## config.mk

```make
export PLATFORM = sky130hd
export DESIGN_NAME = alu_gray_issuer
export DESIGN_NICKNAME = d
export VERILOG_FILES = /design/src/rtl/alu_gray_pkg.sv /design/src/rtl/alu_req_fifo.sv /design/src/rtl/alu_gray_issuer.sv
export SDC_FILE = /design/constraint.sdc
export NUM_CORES = 1
export LEC_CHECK = 0
export CORE_AREA = 2 2 50 88
export CTS_CLUSTER_DIAMETER = 100
export DETAILED_ROUTE_END_ITERATION = 10
export DIE_AREA = 0 0 52 90
export MAX_ROUTING_LAYER = met4
export PLACE_DENSITY_LB_ADDON = 0.05
export SLEW_MARGIN = 5
export SYNTH_ARGS = -nofsm -noshare
export SYNTH_HDL_FRONTEND = slang
export SYNTH_SLANG_ARGS = --single-unit
export TNS_END_PERCENT = 1
```

## constraint.sdc

```tcl
create_clock -name clk -period 2.6 [get_ports clk]
set_clock_uncertainty 0.15 [all_clocks]
set_input_delay 0.26 -clock clk [delete_from_list [all_inputs] [get_ports clk]]
set_output_delay 0.26 -clock clk [all_outputs]
set_load 0.1 [all_outputs]
```

## src/rtl/alu_gray_pkg.sv

```systemverilog
// Shared types and helpers for the Gray-coded ALU issuer.
// Request bundle, opcode type, FSM states and the binary-to-Gray encoder.
package alu_gray_pkg;

  localparam int ALU_W     = 4;
  localparam int REQ_DEPTH = 2;

  typedef logic [1:0] alu_op_t;

  typedef struct packed {
    logic [ALU_W-1:0] a;
    logic [ALU_W-1:0] b;
    alu_op_t          op;
  } alu_req_t;

  typedef enum logic [1:0] {
    S_IDLE,
    S_DRIVE,
    S_RESP
  } iss_state_t;

  function automatic logic [ALU_W-1:0] bin2gray(
    input logic [ALU_W-1:0] b
  );
    return b ^ (b >> 1);
  endfunction

endpackage

```

## src/rtl/alu_req_fifo.sv

```systemverilog
// Two-entry request FIFO with 1-bit wrapping pointers.
// Pushes into a full FIFO and pops from an empty one are ignored.
module alu_req_fifo
  import alu_gray_pkg::*;
#(
  parameter int DEPTH = REQ_DEPTH
) (
  input  logic     clk,
  input  logic     rst_n,
  input  logic     push_i,
  input  alu_req_t din_i,
  input  logic     pop_i,
  output alu_req_t dout_o,
  output logic     full_o,
  output logic     empty_o
);

  alu_req_t   mem_q [DEPTH];
  logic       wr_q;
  logic       rd_q;
  logic [1:0] cnt_q;
  logic [1:0] cnt_d;
  logic       push_ok;
  logic       pop_ok;

  assign full_o  = (cnt_q == 2'(DEPTH));
  assign empty_o = (cnt_q == 2'd0);
  assign push_ok = push_i && !full_o;
  assign pop_ok  = pop_i && !empty_o;
  assign dout_o  = mem_q[rd_q];

  always_comb begin
    cnt_d = cnt_q;
    unique case ({push_ok, pop_ok})
      2'b10:   cnt_d = cnt_q + 2'd1;
      2'b01:   cnt_d = cnt_q - 2'd1;
      default: cnt_d = cnt_q;
    endcase
  end

  always_ff @(posedge clk) begin
    if (!rst_n) begin
      wr_q  <= 1'b0;
      rd_q  <= 1'b0;
      cnt_q <= 2'd0;
    end else begin
      if (push_ok) begin
        mem_q[wr_q] <= din_i;
        wr_q        <= wr_q + 1'b1;
      end
      if (pop_ok) begin
        rd_q <= rd_q + 1'b1;
      end
      cnt_q <= cnt_d;
    end
  end

endmodule

```

## src/rtl/alu_gray_issuer.sv

```systemverilog
// Issuer front-end for the Gray-coded ALU core: FIFO, drive, response.
// Optional overflow counter enabled by ALU_GRAY_ISSUER_STATS_EN.
module alu_gray_issuer
  import alu_gray_pkg::*;
#(
  parameter int W     = ALU_W,
  parameter int DEPTH = REQ_DEPTH
) (
  input  logic         clk,
  input  logic         rst_n,
  input  logic         in_valid,
  output logic         in_ready,
  input  logic [W-1:0] in_a,
  input  logic [W-1:0] in_b,
  input  logic [1:0]   in_op,
  output logic [W-1:0] alu_g1,
  output logic [W-1:0] alu_g2,
  output logic [1:0]   alu_op,
  input  logic [W-1:0] alu_r,
  input  logic         alu_zero,
  input  logic         alu_ovf,
  output logic         out_valid,
  input  logic         out_ready,
  output logic [W-1:0] out_rg,
  output logic         out_zero,
  output logic         out_ovf
`ifdef ALU_GRAY_ISSUER_STATS_EN
  ,
  output logic [7:0]   ovf_count
`endif
);

  iss_state_t   state_q, state_d;
  alu_req_t     req_in;
  alu_req_t     head;
  logic         full;
  logic         empty;
  logic         pop;
  logic         load;
  logic         cap;
  logic         ov_q, ov_d;
  logic [W-1:0] g1_q, g2_q, rg_q;
  alu_op_t      op_q;
  logic         zero_q, ovf_q;

  assign req_in = '{a: in_a, b: in_b, op: in_op};

  alu_req_fifo #(
    .DEPTH (DEPTH)
  ) u_fifo (
    .clk     (clk),
    .rst_n   (rst_n),
    .push_i  (in_valid),
    .din_i   (req_in),
    .pop_i   (pop),
    .dout_o  (head),
    .full_o  (full),
    .empty_o (empty)
  );

  always_comb begin
    state_d = state_q;
    ov_d    = ov_q;
    pop     = 1'b0;
    load    = 1'b0;
    cap     = 1'b0;
    unique case (state_q)
      S_IDLE: begin
        if (!empty) begin
          pop     = 1'b1;
          load    = 1'b1;
          state_d = S_DRIVE;
        end
      end
      S_DRIVE: begin
        cap     = 1'b1;
        ov_d    = 1'b1;
        state_d = S_RESP;
      end
      S_RESP: begin
        if (out_ready) begin
          ov_d = 1'b0;
          if (!empty) begin
            pop     = 1'b1;
            load    = 1'b1;
            state_d = S_DRIVE;
          end else begin
            state_d = S_IDLE;
          end
        end
      end
      default: state_d = S_IDLE;
    endcase
  end

  always_ff @(posedge clk) begin
    if (!rst_n) begin
      state_q <= S_IDLE;
      ov_q    <= 1'b0;
      g1_q    <= '0;
      g2_q    <= '0;
      op_q    <= '0;
      rg_q    <= '0;
      zero_q  <= 1'b0;
      ovf_q   <= 1'b0;
    end else begin
      state_q <= state_d;
      ov_q    <= ov_d;
      if (load) begin
        g1_q <= bin2gray(head.a);
        g2_q <= bin2gray(head.b);
        op_q <= head.op;
      end
      if (cap) begin
        rg_q   <= bin2gray(alu_r);
        zero_q <= alu_zero;
        ovf_q  <= alu_ovf;
      end
    end
  end

`ifdef ALU_GRAY_ISSUER_STATS_EN
  logic [7:0] ovc_q;

  // Saturates so a long overflow burst never wraps back to a small count.
  always_ff @(posedge clk) begin
    if (!rst_n) begin
      ovc_q <= 8'd0;
    end else if (ov_q && out_ready && ovf_q && ovc_q != 8'hFF) begin
      ovc_q <= ovc_q + 8'd1;
    end
  end

  assign ovf_count = ovc_q;
`else
`endif

  assign in_ready  = !full;
  assign out_valid = ov_q;
  assign alu_g1    = g1_q;
  assign alu_g2    = g2_q;
  assign alu_op    = op_q;
  assign out_rg    = rg_q;
  assign out_zero  = zero_q;
  assign out_ovf   = ovf_q;

endmodule

```

# Yosys cells after proc, flatten, opt, wreduce, memory -nomap -nowiden
# Memory sizes are Yosys's and may differ from the RTL's. A register that Yosys moved wholly into a read port is not among the register bits.
# Cells that the tools add are included.
[classes]
addsub = 4
eq_ne = 7
muxes = 16
bitwise = 3
n_reduce_logical = 10
[ops]
columns = ["operator", "count"]
rows = [
  ["$xor A4 B3 Y4", 3],
  ["$mux W1", 10],
  ["$eq A2 B2 Y1 const B", 3],
  ["$pmux W2 S3", 1],
  ["$eq A2 B1 Y1 const B", 2],
  ["$logic_not A2 Y1", 2],
  ["$mux W2", 2],
  ["$ne A2 B2 Y1 const B", 2],
  ["$pmux W1 S2", 2],
  ["$pmux W2 S2", 1],
  ["$reduce_and A2 Y1", 2],
  ["$reduce_bool A2 Y1", 2],
  ["$add A1 B1 Y1 const B", 2],
  ["$add A2 B1 Y2 const B", 1],
  ["$logic_and A1 B1 Y1", 2],
  ["$logic_not A1 Y1", 2],
  ["$sub A2 B1 Y2 const B", 1],
]
[word_totals]
ff_bits = 23
ramBits = 20
in_bits = 20
out_inout_bits = 18
mem_count = 1
[mem_list]
columns = ["memory", "depth", "width", "rd", "rd_ports_with_merged_regs", "write_ports", "line_no", "text"]
rows = [
  ["u_fifo.mem_q", 2, 10, 1, 1, 1, "alu_req_fifo.sv:18", "alu_req_t mem_q [DEPTH];"],
]

# Logic depth before layout (Yosys ltp)
# Gate-level depths: netlist (run 1).
[logic_depth]
word_depth = 7
depth_mapped = 7
ltp_nobuf = 6

# By module
# A second synthesis (run 1) with hierarchy kept.
[unflattened]
cells_unflattened = 140
hier_area_um2 = 1751.7
[modules_own_cells]
columns = ["mod", "instances", "cells_per_inst", "area_per_inst_um2", "seq_area_each_um2"]
rows = [
  ["alu_req_fifo", 1, 58, 945.9, 700.7],
  ["alu_gray_issuer", 1, 82, 805.8, 380.4],
]

# Worst setup path after synthesis (run 1)
# OpenSTA, ideal clock, no wires.
[synth_path]
path_type = "reg2reg"
start = "register u_fifo.cnt_q[0]"
end = "memory u_fifo.mem_q[0][0] (netlist bit), enable pin"
arrival_time_ns = 2.205
required_time_ns = 2.060
path_slack_ns = -0.145
path_stages_with_launch = 4
path_buffers = 0
cell_sequence = "dfxtp_1 -> nand2b_1 -> nand2_1 -> nor3_1"
[synth_via]
elab_chain_len = 6
[synth_lines]
columns = ["item", "line_no", "text"]
rows = [
  ["start: declaration", "alu_req_fifo.sv:21", "logic [1:0] cnt_q;"],
  ["start signal: assignment", "alu_req_fifo.sv:54", "cnt_q <= cnt_d;"],
  ["$eq A2 B2 Y1", "alu_req_fifo.sv:26", "assign full_o = (cnt_q == 2'(DEPTH));"],
  ["$logic_not A1 Y1", "--", ""],
  ["named net in_ready", "alu_gray_issuer.sv:12", "output logic in_ready,"],
  ["$logic_and A1 B1 Y1", "alu_req_fifo.sv:28", "assign push_ok = push_i && !full_o;"],
  ["$mux W1", "alu_req_fifo.sv:47", "if (push_ok) begin"],
  ["$mux W1", "alu_req_fifo.sv:42", "if (!rst_n) begin"],
  ["$mux W1 (not written as such)", "alu_req_fifo.sv:48", "mem_q[wr_q] <= din_i;"],
  ["end: declaration", "alu_req_fifo.sv:18", ""],
]
# The timed path passes the listed nets, and every way through them passes these cells.

# Worst setup path after layout (run 1)
[layout_path]
start = "register u_fifo.cnt_q[0]"
end = "register u_fifo.cnt_q[1]"
[layout_via]
elab_chain_len = 7
elab_cells_between_ends = 15
cone_classes = "add/sub (2); eq/ne (3); mux (4); reduce/logical (6)"
[layout_lines]
columns = ["item", "line_no", "text"]
rows = [
  ["$logic_not A2 Y1", "alu_req_fifo.sv:27", "assign empty_o = (cnt_q == 2'd0);"],
  ["$mux W1", "alu_gray_issuer.sv:69, alu_gray_issuer.sv:83", ""],
  ["$mux W1", "alu_gray_issuer.sv:81", "if (out_ready) begin"],
  ["$pmux W1 S2", "alu_gray_issuer.sv:67", "unique case (state_q)"],
  ["$logic_and A1 B1 Y1", "alu_req_fifo.sv:29", "assign pop_ok = pop_i && !empty_o;"],
  ["$eq A2 B1 Y1 or $eq A2 B2 Y1 (tied branches)", "alu_req_fifo.sv:34", "unique case ({push_ok, pop_ok})"],
  ["$pmux W2 S2 or $reduce_bool A2 Y1 (tied branches)", "--", ""],
]
# Several ways; a longest one is shown, not always the timed one.
# A chain may end at the register's enable or synchronous reset.

==> impl_metrics.ini, run 1 <==
[clock_network]
postCtsSetupBuffers = 0
worstSkewPairLatency_ns = 0.29
tritoncts = built
path_clk_slew_ns = 0.08
cts-resized-gates = 0
htree_num_levels = 2
clockBufferDepth = 2
cts-root-buf = clkbuf_8
cts_num_sinks = 44
ctsHoldBuffers = 0
numCtsBuffers = 5

[floorplanning]
coreArea_um2 = 4000
die_x_um = 52
ioPinCount = 38
die_area_um2 = 4680
std_cell_rows = 31
start_util = 0.433
die_h_um = 90

[timing]
fmax_mhz = 532
grt_setup_unrepaired = false
worst_pin_slew_ns = 0.838
tns_ns = 0
maxSlewHeadroom = 0.440
timing.final.crit_period_ns = 1.88
final_max_slew_viol_count = 0
fin_crit_sh = 0.723
setup_viol = 0
finalHoldViolCount = 0

[setup_path]
crit_family = simple AND/OR/NAND/NOR gates
crit_buf_inv = 0
criticalPathCategory = flop to flop
r2r_cells = 5
crit_slowest_cell = dfxtp_1
critical_path.cell_chain = nor2_1 -> nor3_1 -> ha_1 -> or3_1 -> a21oi_1
r2r_end = u_fifo.cnt_q[1]
required_ns = 2.67
r2r-start = u_fifo.cnt_q[0]
startpoint_type = flop
cp_max_fo = 5
critPathCaptureType = flop
max_stage_delay_ns = 0.41
arrival_ns = 1.95
r2r_slack_ns = 0.72

[worst_hold_path]
hold_start = alu_g2[0]
whs_path_depth = 2
min_to = alu_g2[0]
hold_path.class = flop to flop

[yosys]
syn-num-nets = 162
synth_top_area_frac = 0.347
syn_area_per_cell_um2 = 12.3
ys_async_sr_fraction = 0
synth_area_um2 = 1730
ys_types = 28
yosys.area_share.simple = 0.0868
synth_top_cell_by_area = edfxtp_1
synth_xor_area_frac = 0.0861
synthTopCellsByCount = 24 x dfxtp_1, 20 x edfxtp_1, 13 x mux2i_1, 13 x xor2_1, 9 x nor2_1
synthFlopType = dfxtp_1
synth_cells = 141
synthAdderAreaFrac = 0.00724
seq_area_frac_synth = 0.625
yosys-top-cells-area = edfxtp_1 35%, dfxtp_1 28%, mux2i_1 7.5%
synth_compound_area_frac = 0.0970
yosysWarnings = 0
synthMostInstantiatedCell = dfxtp_1
synth_mux_area_frac = 0.0753
synth-edff-count = 20
ys_ff_latch = 44
synth_top_family_by_area = compound AO/OA/AOI/OAI gates

[route]
post_drt_via_cell_ratio = 5.01
ant_nets = 0
wirelength_um = 3160
drcViolationCount = 0
wire_per_inst_um = 13.4
initialDrtViolationCount = 5
vias = 1178
drt_pre_antenna_iters = 4

[pwr]
p_leak_nw = 0.834
power.density_nw_per_um2 = 1260
ir_drop_v = 0.000759

[grt]
grt_first_pass_wirelength_um = 5290
grt_usage = 0.156
grt_start_max_net_pins = 17
gr-total-overflow = 0
grt_pass1_vias = 1182
antenna_found_initial = 0

[placement]
routabilityCongestion = 0.758
port_buffers = 37
dp_hpwl_um = 2470
dpl.cell_count = 227

[finish]
syn2layout_area_growth_pct = 28.7
nets = 206
drive_above_1_share = 0.172
antenna_cells = 0
fin_cells = 235

[flow_run]
max_cap_viol_count = 0

[status]
outcome = finished, final reports clean
[area by class of cell]
type	instances	area, µm²
fill	350	1770
sequential	44	1080
multi-input combinational	88	612
timing repair buffer	42	363
clock buffer	8	93.8
tap	49	61.3
inverter	4	15.0
[metrics by stage]
step / hold WS [ns] / power, mW / utilization / area (µm²) / worst slack, ns
final: 0.329 / 2.81 / 0.557 / 2230 / 0.721
after global routing: 0.363 / 2.96 / 0.557 / 2230 / 0.620
after global placement: 0.318 / 2.38 / 0.534 / 2130 / 0.507
after detailed placement: 0.322 / 2.41 / 0.534 / 2130 / 0.415
after CTS: 0.336 / 2.85 / 0.557 / 2230 / 0.708
after floorplan: 0.209 / 2.11 / - / 1730 / 0.244
[how the worst max path moves through the flow]
stage	start	to	slack, ns	cells after the start
after floorplan	u_fifo.cnt_q[0]	u_fifo.mem_q[0][0]	0.24	3
after global placement	out_ready	u_fifo.cnt_q[1]	0.51	6
after CTS	u_fifo.cnt_q[0]	u_fifo.cnt_q[1]	0.71	5
final	u_fifo.cnt_q[0]	u_fifo.cnt_q[1]	0.72	5
after detailed placement	out_ready	u_fifo.cnt_q[1]	0.42	6
after global routing	u_fifo.cnt_q[0]	u_fifo.cnt_q[1]	0.62	5
[cell families (layout without fill, tap and decap cells)]
kind of cell               after synthesis  in the layout
buffers and inverters                    9             54
AOI/OAI and AO/OA                       26             26
DFF                                     44             44
adders and majority gates                1              1
muxes                                   13             13
xor gates and xnor gates                17             17
and+or+nand+nor                         31             31
[state kept, by name, summed over array words and instances (netlist names), 2 cells and up, named ones only]
name / flops
alu_op: 2
alu_g1: 4
u_fifo.cnt_q: 2
u_fifo.mem_q: 20
state_q: 2
out_rg: 4
alu_g2: 4
[metal layers]
layer | up-vias | part of all wire | track usage
met2 | 30 | 0.55 | 0.274
met5 | - | 0 | -
li1 | 596 | - | -
met3 | 5 | 0.049 | 0.0482
met4 | 0 | 0.021 | 0.0658
met1 | 547 | 0.38 | 0.148
[cell usage in the layout (no fill, tap or decap), drive strengths merged, types with 5 or more instances in the layout]
| cell type | instances |
|---|---|
| dfxtp | 24 |
| buf | 23 |
| edfxtp | 20 |
| clkdlybuf4s50 | 19 |
| mux2i | 13 |
| xor2 | 13 |
| nor2 | 9 |
| nand2 | 8 |
| clkbuf | 8 |
| a211oi | 7 |
| o22ai | 6 |
| a21oi | 5 |
[power breakdown]
group	internal [mW]	switching, mW	leakage (nW)	total [mW]
combinational	0.375	0.988	0.405	1.36
sequential	0.884	0.130	0.380	1.01
clock	0.227	0.210	0.0489	0.437
[tightest hold or removal path, stage by stage, from the launching register on]
cell	delay [ns]
dfxtp_1	0.31
nand2_1	0.05
o22ai_1	0.06
Power figures use the tool's default switching activity.
==> inputs of run 2 (changes only) <==
==> constraint.sdc (replaced) <==
create_clock -name clk -period 1.8 [get_ports clk]
set_clock_uncertainty 0.15 [all_clocks]
set_input_delay 0.18 -clock clk [delete_from_list [all_inputs] [get_ports clk]]
set_output_delay 0.18 -clock clk [all_outputs]
set_load 0.1 [all_outputs]
==> run 2 against run 1 <==
Effect of this change: clock power grew 34%; fmax increased by 9.1%; routed wire length increased by 9.0%; cell area increased by 15%; sequential share of layout area down 6.2 points; non-clock buffer count increased by 9; combinational power increased by 83%; total power rose by 64%; flip-flop and latch count stayed put; critical path type unchanged; critical endpoint unchanged.
==> impl_metrics.ini, run 2 (synthesized netlist as in run 1, its figures left out) <==
[route]
post_drt_via_cell_ratio = 5.01
ant_nets = 0
initialDrtViolationCount = 21
drcViolationCount = 0
drt_pre_antenna_iters = 4
vias = 1223
wirelength_um = 3440
wire_per_inst_um = 14.1

[finish]
final_cell_mix = 23 x dfxtp_1, 20 x edfxtp_1, 19 x clkdlybuf4s50_1
ff_latch_area_um2 = 1080
final_area_um2 = 2560
layout_commonest_cell = dfxtp_1
largest_reg_flops = 20
antenna_cells = 0
fillers = 311
multiInputGateArea_um2 = 659
syn2layout_area_growth_pct = 47.9
final_util = 0.640
drive_above_1_share = 0.246
top_register = u_fifo.mem_q
nets = 215

[worst_hold_path]
hold_start = in_op[0]
whs_path_depth = 1
hold_path.class = primary input to flop
min_to = u_fifo.mem_q[0][0]

[clock_network]
cts-root-buf = clkbuf_8
tritoncts = built
clockBufferDepth = 2
cts_num_sinks = 44
cts-resized-gates = 1
path_clk_slew_ns = 0.08
worstSkewPairLatency_ns = 0.29
numCtsBuffers = 5
ctsHoldBuffers = 0
postCtsSetupBuffers = 0
htree_num_levels = 2

[floorplanning]
start_util = 0.433
die_h_um = 90
std_cell_rows = 31
ioPinCount = 38
coreArea_um2 = 4000
die_area_um2 = 4680
die_x_um = 52

[setup_path]
critPathCaptureType = flop
arrival_ns = 1.80
r2r_end = u_fifo.cnt_q[1]
cp_max_fo = 2
required_ns = 1.88
startpoint_type = flop
r2r-start = state_q[1]
criticalPathCategory = flop to flop
r2r_cells = 7
r2r_slack_ns = 0.08

[flow_run]
max_cap_viol_count = 0

[status]
outcome = finished, final reports clean

[timing]
timing.final.crit_period_ns = 1.72
worst_pin_slew_ns = 0.534
finalHoldViolCount = 0
maxSlewHeadroom = 0.644
final_max_slew_viol_count = 0
grt_setup_unrepaired = false
tns_ns = 0
setup_viol = 0
fmax_mhz = 581
fin_crit_sh = 0.957

[placement]
place_area_um2 = 2460
port_buffers = 37
routabilityCongestion = 0.885
dp_hpwl_um = 2650

[pwr]
ir_drop_v = 0.000917
power.density_nw_per_um2 = 1800
p_leak_nw = 0.948

[grt]
grt_first_pass_wirelength_um = 5640
grt_usage = 0.166
gr-total-overflow = 0
grt_start_max_net_pins = 16
grt_pass1_vias = 1253
antenna_found_initial = 0
-- run 2: changes by cell type in the layout (fill, tap and decap cells not counted), sizes merged --
cell / before / now
inv: 3 / 4
buf: 23 / 32
clkbuf: 8 / 6
clkinv: 1 / 2
-- run 2: power by group --
group,total (mW),internal (mW),switching (mW)
Sequential,1.54,1.28,0.257
Combinational,2.49,0.998,1.49
Clock,0.584,0.272,0.312
Total,4.61,2.55,2.06
-- run 2: final cells by class --
type / instances / share of cell area
clock inverters: 2 / 0.00440
inverters: 4 / 0.00587
multi-input cells: 88 / 0.258
well taps: 49 / 0.0240
clock buffers: 6 / 0.0284
flip-flops and latches: 44 / 0.423
repair buffers: 51 / 0.256
-- run 2: worst max-delay path, stage by stage (launching register included) --
cell and delay [ns]:
dfxtp_1 0.33, nor2b_1 0.21, nor3_2 0.07, buf_4 0.15
ha_4 0.15, xnor2_1 0.14, or3_1 0.32, a21oi_1 0.15
-- run 2: worst max-delay path by stage --
| stage | start | endpoint | slack (ns) |
|---|---|---|---|
| 2_1_floorplan | rst_n | u_fifo.mem_q[0][0] | 0.02 |
| 3_3_place_gp | out_ready | u_fifo.cnt_q[1] | -0.22 |
| 3_5_place_dp | out_ready | u_fifo.cnt_q[1] | -0.26 |
| 4_1_cts | state_q[1] | u_fifo.cnt_q[1] | 0.02 |
| 5_1_grt | state_q[1] | u_fifo.cnt_q[1] | 0.01 |
| 6_report | state_q[1] | u_fifo.cnt_q[1] | 0.08 |
-- run 2: routing by layer --
metal | vias up | track usage | routed length (µm)
li1 | 609 | - | -
met1 | 574 | 0.160 | 1180
met2 | 32 | 0.288 | 1990
met3 | 8 | 0.0415 | 156
met4 | 0 | 0.0877 | 121
met5 | - | - | 0
-- run 2: stage by stage --
| step | power (mW) | std cells | hold WS [ns] | worst slack [ns] |
|---|---|---|---|---|
| 2_1_floorplan | 3.09 | 141 | 0.129 | 0.0150 |
| 3_3_place_gp | 4.00 | 236 | 0.333 | -0.216 |
| 3_5_place_dp | 4.05 | 236 | 0.349 | -0.256 |
| 4_1_cts | 4.65 | 244 | 0.304 | 0.0214 |
| 5_1_grt | 4.82 | 244 | 0.322 | 0.0121 |
| 6_report | 4.61 | 244 | 0.319 | 0.0781 |
==> patch: new RTL, settings of run 1 <==
Add a define of `ALU_GRAY_ISSUER_STATS_EN`.
--- a/src/rtl/alu_gray_issuer.sv
+++ b/src/rtl/alu_gray_issuer.sv
@@ -1,4 +1,6 @@
 // Issuer front-end for the Gray-coded ALU core: FIFO, drive, response.
 // Optional overflow counter enabled by ALU_GRAY_ISSUER_STATS_EN.
+`define ALU_GRAY_ISSUER_STATS_EN
+
 module alu_gray_issuer
   import alu_gray_pkg::*;
Formal check against the unedited RTL (old outputs only; new: ovf_count): equivalent (Yosys induction, for registers that start in step).
==> patch against run 1 <==
Non-clock buffer count grew 7. Total power grew 7.8%. Final area grew 19%. Routed wire length grew 17%. Die area is the same. Sequential cell count grew 8. Worst setup slack lost 0.11 ns. Register-to-register slack lost 0.03 ns. Area after synthesis grew 20%. Critical endpoint unchanged.
==> patch: results (changes against run 1) <==
| Metric | Value |
|---|---|
| Status | completed |
| WL met3 | 151 microns (-1.9%) |
| Synth cell count leaders | dfxtp_1, nor2_1, edfxtp_1, nand2_1 |
| Peak supply drop | 0.000850 V (+12%) |
| Detailed-routing wirelength on met1 | 1290 microns (+8.3%) |
| # nets final | 262 (+27%) |
| Routability cong. | 0.683 (-9.8%) |
| Slew HR | 61.4% (+17 points) |
| Clk pwr share | 18.0% (+2.5 points) |
| Antenna violations before repair | 0 (unchanged) |
| Routing usage on met2 | 33.4% (+6.0 points) |
| Drt initial violations | 20 (+15) |
| Post-DP HPWL | 2850 microns (+15%) |
| P_leak | 0.983 nW (+18%) |
| Worst Hold Class | reg2reg |
| Max layer used | met4 |
| Drt pass-1 iters | 4 (unchanged) |
| Clock buffer depth | 2 (unchanged) |
| Cell variety after synth | 35 (+25%) |
| Top reg by flops | u_fifo.mem_q |
| Pwr Total | 3.03 mW (+7.8%) |
| Met1 Use GR | 16.9% (+2.1 points) |
| Asr flop ratio synth | 0% (unchanged) |
| Register area share after synthesis | 59.7% (-2.8 points) |
| Reg clk slew, reported paths | 0.09 ns |
| Post-Route WL | 3700 microns (+17%) |
| PortBufs | 45 (+22%) |
| Post-CTS Setup Bufs | 0 (unchanged) |
| Met2 WL | 2190 microns (+25%) |
| Critical Path Max Stage Delay | 0.47 ns (+0.06 ns) |
| Count of flip-flops with a built-in enable after synthesis | 20 (unchanged) |
| Cts repair resizes | 0 (unchanged) |
| H-Tree Depth | 2 (unchanged) |
| Crit path max fanout | 8 (+3) |
| First-pass GRT wire length | 6230 microns (+18%) |
| Sw power | 1.37 mW (+3.2%) |
| Main area contributors after synthesis | dfxtp_1, edfxtp_1, xnor2_1, nor2_1, mux2i_1 |
| Fraction of layout instances using a drive strength above 1 | 18.7% (+1.5 points) |
| M3 GR Usage | 4.65% (-0.17 points) |
| Post-synthesis net count | 212 (+31%) |
| Crit path DAT | 2.07 ns (+0.12 ns) |
| Cell with the largest stage delay on the worst path | clkdlybuf4s50_1 |
| Pin count of the biggest net entering global routing | 29 (+12) |
| Routed vias | 1522 (+29%) |
| Comb power frac | 44.9% (-3.5 points) |
| Tot GR Track Use | 18.2% (+2.6 points) |
## patch: cell types whose count changed in the layout (fill, tap and decap cells not counted), moves of 4 or more
cell / change
nand2_1: +9
o211ai_1: +6
xnor2_1: +8
xor2_1: -5
o22ai_1: -6
buf_4: +7
nor2_1: +15
dfxtp_1: +8
a31oi_1: -4
mux2i_1: -5
a21oi_1: +7
## patch: kinds of logic after synthesis
logic type	Yosys count	synth area share [%]
compound gates	33	10.6
xor+xnor	20	8.43
fa+ha+maj	2	1.20
buf+inv	11	2.05
flops	52	59.7
mux	8	3.85
simple gates	64	14.1
## patch: final timing paths
check / from / endpoint / slack, ns / cells after the start
worst max-delay path: out_ready / u_fifo.cnt_q[1] / 0.61 / 7
worst min-delay path: alu_g1[1] / alu_g1[1] / 0.32 / 2
worst max register to register: u_fifo.cnt_q[0] / u_fifo.cnt_q[1] / 0.69 / 5
worst min register to register: alu_g1[1] / alu_g1[1] / 0.32 / 2
## patch: final cells by class
cell class                      count  area, sq um
Timing Repair Buffer               49          415
Multi-Input combinational cell    127          797
Fill cell                         346         1340
Tap cell                           49         61.3
Sequential cell                    52         1240
Clock buffer                        8          121
Inverter                            5         18.8
## patch: critical path: cells and delay by family
family	cells	cell delay [ns]
AND/OR/NAND/NOR	2	0.58
adder cells (fa/ha/maj)	1	0.34
buffers and inverters	2	0.55
AO/OA/AOI/OAI	2	0.34
## patch: through the flow
step	worst slack [ns]	hold slack, ns	cell area (sq um)	instances
floorplan	0.209	0.209	2080	190
global placement	0.403	0.309	2530	282
detailed placement	0.299	0.317	2530	282
CTS	0.615	0.329	2660	290
global route	0.514	0.350	2660	290
finish	0.612	0.321	2660	290
